### src/rtl/ro_ctrl_pkg.sv
// Shared definitions for the ring-oscillator frequency meter.
//   state_e         : sequencer states
//   SETTLE_CYC_DEF  : default number of settle cycles before counting
//   max_i           : integer max, used for sizing the shared down-counter
package ro_ctrl_pkg;

  typedef enum logic [1:0] {
    S_IDLE    = 2'd0,
    S_SETTLE  = 2'd1,
    S_MEASURE = 2'd2
  } state_e;

  localparam int SETTLE_CYC_DEF = 16;

  function automatic int max_i(input int a, input int b);
    return (a > b) ? a : b;
  endfunction

endpackage

### src/rtl/ro_edge_sync.sv
// Brings the free-running ring output into the clk domain and produces a
// one-cycle pulse per rising edge.
//   clk        in  system clock
//   rst_n      in  async reset, active low (clears all sync flops)
//   async_in   in  ring oscillator output, asynchronous to clk
//   rise_pulse out high for one clk when a synchronized rising edge is seen
module ro_edge_sync (
  input  logic clk,
  input  logic rst_n,
  input  logic async_in,
  output logic rise_pulse
);

  // s1/s2 form the metastability synchronizer; s3 is the history flop.
  logic s1, s2, s3;

  always_ff @(posedge clk or negedge rst_n) begin
    if (!rst_n) begin
      s1 <= 1'b0;
      s2 <= 1'b0;
      s3 <= 1'b0;
    end else begin
      s1 <= async_in;
      s2 <= s1;
      s3 <= s2;
    end
  end

  assign rise_pulse = s2 & ~s3;

endmodule

### src/rtl/ro_freq_meter_ctrl.sv
// Ring-oscillator frequency meter sequencer: enables the ring, lets it
// settle for SETTLE_CYC clks, counts ring rising edges for win_len clks,
// then disables the ring and reports the count with a done pulse.
//   clk, rst_n  clock, async active-low reset
//   start       level-sampled; accepted only in IDLE
//   abort       cancels SETTLE/MEASURE, clears result, no done pulse
//   win_len     window length in clks, latched when start is accepted
//   ro_in       ring output (async)
//   ro_en       ring enable, 1 = oscillate
//   busy        high in SETTLE and MEASURE
//   done        one-cycle completion pulse
//   count       edges counted in the last window (saturating)
//   ovf         an edge arrived while count was already all-ones
module ro_freq_meter_ctrl
  import ro_ctrl_pkg::*;
#(
  parameter int CNT_W      = 16,
  parameter int WIN_W      = 16,
  parameter int SETTLE_CYC = SETTLE_CYC_DEF
) (
  input  logic             clk,
  input  logic             rst_n,
  input  logic             start,
  input  logic             abort,
  input  logic [WIN_W-1:0] win_len,
  input  logic             ro_in,
  output logic             ro_en,
  output logic             busy,
  output logic             done,
  output logic [CNT_W-1:0] count,
  output logic             ovf
);

  // One down-counter times both the settle phase and the window.
  localparam int TMR_W = max_i(WIN_W, $clog2(SETTLE_CYC + 1));
  localparam logic [TMR_W-1:0] TMR_ONE   = TMR_W'(1);
  localparam logic [TMR_W-1:0] SETTLE_LD = TMR_W'(SETTLE_CYC - 1);
  localparam logic [CNT_W-1:0] CNT_ONE   = CNT_W'(1);

  state_e           state;
  logic [TMR_W-1:0] tmr;
  logic [WIN_W-1:0] win_q;
  logic             rise;

  ro_edge_sync u_sync (
    .clk        (clk),
    .rst_n      (rst_n),
    .async_in   (ro_in),
    .rise_pulse (rise)
  );

  // Timer holds "cycles remaining minus one" in the current phase, so the
  // phase ends on the cycle where it reads zero.
  always_ff @(posedge clk or negedge rst_n) begin
    if (!rst_n) begin
      state <= S_IDLE;
      tmr   <= '0;
      win_q <= '0;
      ro_en <= 1'b0;
      busy  <= 1'b0;
      done  <= 1'b0;
      count <= '0;
      ovf   <= 1'b0;
    end else begin
      done <= 1'b0;
      case (state)
        S_IDLE: begin
          // abort in the same cycle suppresses the start
          if (start && !abort) begin
            win_q <= win_len;
            count <= '0;
            ovf   <= 1'b0;
            if (win_len == '0) begin
              done <= 1'b1;
            end else begin
              state <= S_SETTLE;
              ro_en <= 1'b1;
              busy  <= 1'b1;
              tmr   <= SETTLE_LD;
            end
          end
        end

        S_SETTLE: begin
          if (abort) begin
            state <= S_IDLE;
            ro_en <= 1'b0;
            busy  <= 1'b0;
            count <= '0;
            ovf   <= 1'b0;
          end else if (tmr == '0) begin
            state <= S_MEASURE;
            tmr   <= TMR_W'(win_q) - TMR_ONE;
          end else begin
            tmr <= tmr - TMR_ONE;
          end
        end

        S_MEASURE: begin
          if (abort) begin
            state <= S_IDLE;
            ro_en <= 1'b0;
            busy  <= 1'b0;
            count <= '0;
            ovf   <= 1'b0;
          end else begin
            if (rise) begin
              if (count == '1) ovf   <= 1'b1;
              else             count <= count + CNT_ONE;
            end
            if (tmr == '0) begin
              state <= S_IDLE;
              ro_en <= 1'b0;
              busy  <= 1'b0;
              done  <= 1'b1;
            end else begin
              tmr <= tmr - TMR_ONE;
            end
          end
        end

        default: begin
          state <= S_IDLE;
          ro_en <= 1'b0;
          busy  <= 1'b0;
        end
      endcase
    end
  end

endmodule
### config.mk
export PLATFORM = sky130hd
export DESIGN_NAME = ro_freq_meter_ctrl
export DESIGN_NICKNAME = d
export VERILOG_FILES = /design/src/rtl/ro_ctrl_pkg.sv /design/src/rtl/ro_edge_sync.sv /design/src/rtl/ro_freq_meter_ctrl.sv
export SDC_FILE = /design/constraint.sdc
export NUM_CORES = 1
export LEC_CHECK = 0
export CAP_MARGIN = 15
export CORE_ASPECT_RATIO = 0.6
export CORE_MARGIN = 2
export CORE_UTILIZATION = 51
export CTS_CLUSTER_SIZE = 30
export DETAILED_ROUTE_END_ITERATION = 8
export PLACE_DENSITY = 0.77
export SYNTH_ARGS = -nofsm -noshare
export SYNTH_HDL_FRONTEND = slang
export SYNTH_SLANG_ARGS = --single-unit
### constraint.sdc
create_clock -name clk -period 2 [get_ports clk]
set_input_delay 0.3 -clock clk [delete_from_list [all_inputs] [get_ports clk]]
set_output_delay 0.3 -clock clk [all_outputs]
set_load 0.05 [all_outputs]
==> reports/summary.txt <==
Worst slew margin = 0.657
Mapped Cells = 393
Num CTS Buffers = 5
critical setup path kind = reg -> reg
layout cells sized above 1 = 0.343
Max Clk Rate = 0.484 GHz
via count = 3631
number of global-route vias before repair = 3167
Layout Utilization = 0.754
VDD IR-drop max = 819 uV
Antenna Nets Post-Route = 0
# port buffers = 40
Worst Max-Slew Pin Slew = 513 ps
Worst-path clk slew = 80 ps
Residual DRC = 0
RSZ-0062 raised after global routing = yes
Sequential Area = 1410 um2
Final Worst Setup Slack = -65.1 ps
H-tree level count = 2
GRT Util Overall = 0.281
Ys Warns = 0
ANT cells = 0
first-pass GRT wire length = 16400 um
post-DP HPWL = 7730 um
Longest Clk Path Bufs = 2
Initial Util = 0.528
failing checks = setup timing
crit-path max FO = 9
Lkg Pwr = 2.11 nW
syn_area_per_cell = 8.98 um2
sequential share of the synthesized area = 0.397
Post-synth EDFFs = 0
Hold/Removal Path Class = reg -> reg
TritonCTS clock tree = done
Final Max Slew Viols = 0
Via density = 6.14
largest net degree at the start of global routing = 57
Synth Flop Type = dfrtp_1
clk_lat worst skew = 310 ps
Num Clock Sinks = 56
multi-input logic area = 2270 um2
I/O pins = 41
Tcrit/Tclk final = 1.03
syn_nets = 422
DRT iter0 DRCs = 336
Yosys reg bits = 56
Nets = 532
final hold violations = 0
Synth Cell Area = 3530 um2
final global-route overflow total = 0
crit path capture type = flip-flop
Root Driver = clkbuf_16
WL per Instance = 19.1 um
status = finished, violations left
fill cell count = 457
row cnt = 23
Setup Viol. Count Final = 3
initial antenna violation count = 0
total power divided by cell area = 1320 nW/um2
routability congestion estimate = 0.892
die area = 7620 um2
Core ar. = 6680 um2
maxcap violations = 0
Startpoint Class = flip-flop
Die Height = 68.4 um
FFs w/ async S/R, synth = 1.00
CP required = 2170 ps
Pre-Repair DR Iteration Count = 5
Layout area overhead = 42.8%
Die W = 111 um
placed cells = 575
DRT Wirelength = 11300 um
min Tclk post-route = 2070 ps
Final Non-Filler Cells = 591
clk_skew = 5.90 ps
library cells used by synthesis = 59
Worst EP arrival = 2240 ps
cell families after synthesis:
logic type,after synthesis,synth area share
compound gates,77,0.144
xor+xnor,29,0.0720
fa+ha+maj,8,0.0284
buf+inv,38,0.0443
flops,56,0.397
mux,19,0.0613
simple gates,166,0.253
Yosys cell counts, types with 3 or more instances:
cell       n  area [um2]
xnor2_1   21         184
or3_1      4        25.0
a21oi_1   15        75.1
clkbuf_1   7        26.3
o22ai_1    8        50.1
or4_1      3        22.5
dfrtp_1   56        1400
nand2b_1   5        31.3
nand3b_1   3        22.5
xor2_1     8        70.1
o21ai_0   20         100
nor3_1    16        80.1
nand2_1   37         139
nor4_1    14        87.6
or2_2      3        18.8
buf_2      5        25.0
mux2_2    17         191
nor2_1    40         150
a31o_2     3        26.3
ha_1       8         100
inv_1     24        90.1
nand3_1   16        80.1
nand4_1    8        50.1
o221a_2    3        33.8
worst paths after layout:
kind	slack, ps	end	start	cells past startpoint
worst max-delay path	-70	tmr[2]$_DFFE_PN0P_	state[0]$_DFFE_PN0P_	9
worst min-delay path	360	u_sync.s2$_DFF_PN0_	u_sync.s1$_DFF_PN0_	0
worst max register to register	-70	tmr[2]$_DFFE_PN0P_	state[0]$_DFFE_PN0P_	9
worst min register to register	360	u_sync.s2$_DFF_PN0_	u_sync.s1$_DFF_PN0_	0
max in group asynchronous	1200	count[5]$_DFFE_PN0P_	rst_n	3
min in group asynchronous	490	tmr[9]$_DFFE_PN0P_	rst_n	3
registers in the layout, summed over array words and instances (netlist names):
signal	cells
ovf	1
tmr	16
u_sync.s1	1
win_q	16
done	1
u_sync.s2	1
count	16
state	2
u_sync.s3	1
busy	1
placed cells by master (no fill, tap or decap), drive strengths merged, types with 18 or more instances in the layout:
cell type      instances
clkdlybuf4s50         38
mux2                  18
buf                   76
nor3                  18
nor2                  41
xnor2                 21
o21ai                 22
inv                   25
dfrtp                 56
nand2                 38
metrics by stage:
step	setup WS, ps	setup TNS [ps]	hold WS, ps	area (um2)	power [mW]
after floorplan	-86.1	-86.1	4.41	3550	3.73
after global placement	-385	-6020	320	4520	5.00
after detailed placement	-466	-7750	320	4520	5.09
after CTS	9.08	0	362	4760	6.13
after global routing	-98.6	-1340	368	5040	6.96
final	-65.1	-94.1	358	5040	6.64
routing by layer:
| metal | GRT usage | wire, um | share of wire | up-vias |
|---|---|---|---|---|
| met5 | 0 | 0 | 0 | - |
| met4 | 0.0772 | 161 | 0.014 | 0 |
| met3 | 0.0717 | 1240 | 0.11 | 18 |
| met2 | 0.405 | 4800 | 0.43 | 198 |
| met1 | 0.419 | 5090 | 0.45 | 1780 |
| li1 | - | - | - | 1635 |
what timing repair did:
| action | CTS | global route |
|---|---|---|
| resized for setup | 15 | 51 |
| setup buffers | 1 | 4 |
| hold endpoints to repair | 29 | 0 |
| cloned | 0 | 2 |
| endpoints found under the setup margin | 25 | 30 |
| pin swaps | 4 | 19 |
| hold buffers | 1 | 0 |
power by group:
part	switching [mW]	internal (mW)	total (mW)
Sequential	0.430	1.44	1.87
Combinational	2.08	1.75	3.83
Clock	0.462	0.477	0.938
layout make-up:
| type | count | share of cell area |
|---|---|---|
| Multi-Input combinational cell | 300 | 0.452 |
| Sequential cell | 56 | 0.280 |
| Timing Repair Buffer | 116 | 0.199 |
| Clock buffer | 5 | 0.0248 |
| Tap cell | 87 | 0.0216 |
| Inverter | 24 | 0.0179 |
| Clock inverter | 3 | 0.00546 |
critical path: stages, from the launching register on:
cell and delay (ps):
dfrtp_1 400, inv_2 80, ha_2 190, o21a_1 180, nor2_1 160, o221a_2 300
nand2_4 90, buf_4 180, o21ai_0 180, o21ai_0 160
(Power assumes the default switching activity.)
==> edit: new RTL, config.mk and constraints unchanged <==
The 3 states of `state_e` get a one-hot encoding in 3 bits.
--- a/src/rtl/ro_ctrl_pkg.sv
+++ b/src/rtl/ro_ctrl_pkg.sv
@@ -5,8 +5,8 @@
 package ro_ctrl_pkg;
 
-  typedef enum logic [1:0] {
-    S_IDLE    = 2'd0,
-    S_SETTLE  = 2'd1,
-    S_MEASURE = 2'd2
+  typedef enum logic [2:0] {
+    S_IDLE    = 3'b001,
+    S_SETTLE  = 3'b010,
+    S_MEASURE = 3'b100
   } state_e;
 
Function: no difference found for any inputs over 10 cycles, from zero or initial values and one cycle with rst_n low; not proved beyond that.
==> edit against the unedited design <==
- total power fell by 31%
- sequential cell count rose by 1
- setup slack got worse by 0.13 ns
- synthesized area down 2.8%
- the run still ends with negative setup slack left
- clock skew rose by 0.0069 ns
- largest power group unchanged
- highest routed layer unchanged
- sequential power fell by 14%
- via count is 1.8% higher
- routed wire length increased by 6.5%
- final area up 3.9%
==> edit: results (changes against the unedited design) <==
Parameter                              Value

STA
  Setup TNS    -2.00 ns (-1.90 ns)
  Slew Limit Headroom    64.0% (-1.7 points)
  Worst setup margin    -0.196 ns (-0.131 ns)
  Final-report setup violation count    18 (+15)

Global route
  Global routing usage summed across all routing layers    31.5% (+3.4 points)
  Largest net degree at the start of global routing    38 (-33%)
  First-pass GRT wire length    17100 um (+4.4%)
  Vias in the first global route    3328 (+5.1%)

Run status
  Violated checks    negative setup slack
  Result of the run    finished with violations

Place
  Setup slack at placement    -0.343 ns (+0.123 ns)
  Cell Area, Placed    4560 um2 (+1.1%)
  Half-perimeter wire length after detailed placement    7960 um (+2.9%)

Logic synthesis
  Top area cells in the synthesized netlist    sky130_fd_sc_hd__dfrtp_1, sky130_fd_sc_hd__mux2_2, sky130_fd_sc_hd__xnor2_1
  Most used standard cells in the synthesized netlist    sky130_fd_sc_hd__dfrtp_1, sky130_fd_sc_hd__nor2_1, sky130_fd_sc_hd__nand2_1
  Per-instance average area after synthesis    9.37 um2 (+4.4%)

Setup path
  Slowest cell on the critical path    sky130_fd_sc_hd__a2111oi_4
  Critical path peak fanout    6 (-3)
  Arrival time at the worst endpoint    2.46 ns (+0.22 ns)
  Destination of the worst register-to-register timing path    tmr[6]$_DFFE_PN0P_
  Worst reg2reg path startpoint    tmr[0]$_DFFE_PN0P_

Clock tree
  Number of H-tree levels    3 (+1)
  Root buffer cell    sky130_fd_sc_hd__clkbuf_8

Final layout
  Final std cells w/o fill    600 (+1.5%)
  Final net count    533 (+0.19%)

Detailed routing
  Average routed wire per standard cell    20.1 um (+4.9%)
  Total via count after detailed routing    3698 (+1.8%)

Pwr
  Worst ir drop on vdd    0.000856 V (+4.5%)
edit: worst max-delay path by stage:
stage	start	endpoint	slack, ns	depth (start not counted)
after global routing	tmr[5]$_DFFE_PN0P_	state[2]$_DFFE_PN0P_	-0.28	9
final	tmr[0]$_DFFE_PN0P_	tmr[6]$_DFFE_PN0P_	-0.20	9
after global placement	win_len[1]	tmr[6]$_DFFE_PN0P_	-0.26	8
after floorplan	tmr[0]$_DFFE_PN0P_	tmr[6]$_DFFE_PN0P_	-0.03	9
after detailed placement	win_len[1]	tmr[6]$_DFFE_PN0P_	-0.34	8
after CTS	tmr[3]$_DFFE_PN0P_	tmr[14]$_DFFE_PN0P_	-0.14	7
edit: kinds of logic (layout without fill, tap and decap cells):
group	Yosys count	after routing	synth area share (%)
mux	21	21	6.82
flops	57	57	41.6
fa+ha+maj	4	4	1.46
compound gates	82	82	15.7
xor+xnor	25	25	6.38
buf+inv	22	169	3.57
simple gates	155	155	24.5
edit: what timing repair did:
item / CTS / global route
pin swaps: 12 / 12
gates resized for setup: 25 / 51
gates cloned: 0 / 1
setup buffers: 5 / 9
setup endpoints to repair: 17 / 32
hold buffers: 1 / 0
hold endpoints to repair: 20 / 0
edit: worst reg2reg max path, stage by stage (launching register included):
cell	delay, ns
sky130_fd_sc_hd__dfrtp_1	0.36
sky130_fd_sc_hd__inv_1	0.06
sky130_fd_sc_hd__ha_1	0.20
sky130_fd_sc_hd__nor2b_2	0.17
sky130_fd_sc_hd__nand4b_4	0.14
sky130_fd_sc_hd__nor2_2	0.08
sky130_fd_sc_hd__a2111oi_4	0.40
sky130_fd_sc_hd__inv_2	0.14
sky130_fd_sc_hd__a31o_2	0.24
sky130_fd_sc_hd__a221o_1	0.29
edit: metal layers:
| metal | GRT usage [%] | vias up | routed length, um |
|---|---|---|---|
| li1 | - | 1646 | - |
| met1 | 45.7 | 1811 | 5150 |
| met2 | 46.2 | 205 | 5510 |
| met3 | 7.82 | 36 | 1070 |
| met4 | 10.1 | 0 | 298 |
| met5 | 0 | - | 0 |
edit: final cells by class:
cell class                      instances  share of cell area [%]
Tap cell                               87                    2.08
Inverter                                9                   0.646
Sequential cell                        57                    27.5
Timing Repair Buffer                  144                    24.0
Multi-Input combinational cell        287                    42.2
Clock buffer                            9                    2.37
Clock inverter                          7                    1.17
edit: where the power goes:
group | leakage [nW] | total, mW | switching, mW | internal, mW
sequential | 0.709 | 1.60 | 0.230 | 1.37
combinational | 1.38 | 1.94 | 1.01 | 0.928
clock | 0.0888 | 1.04 | 0.565 | 0.471
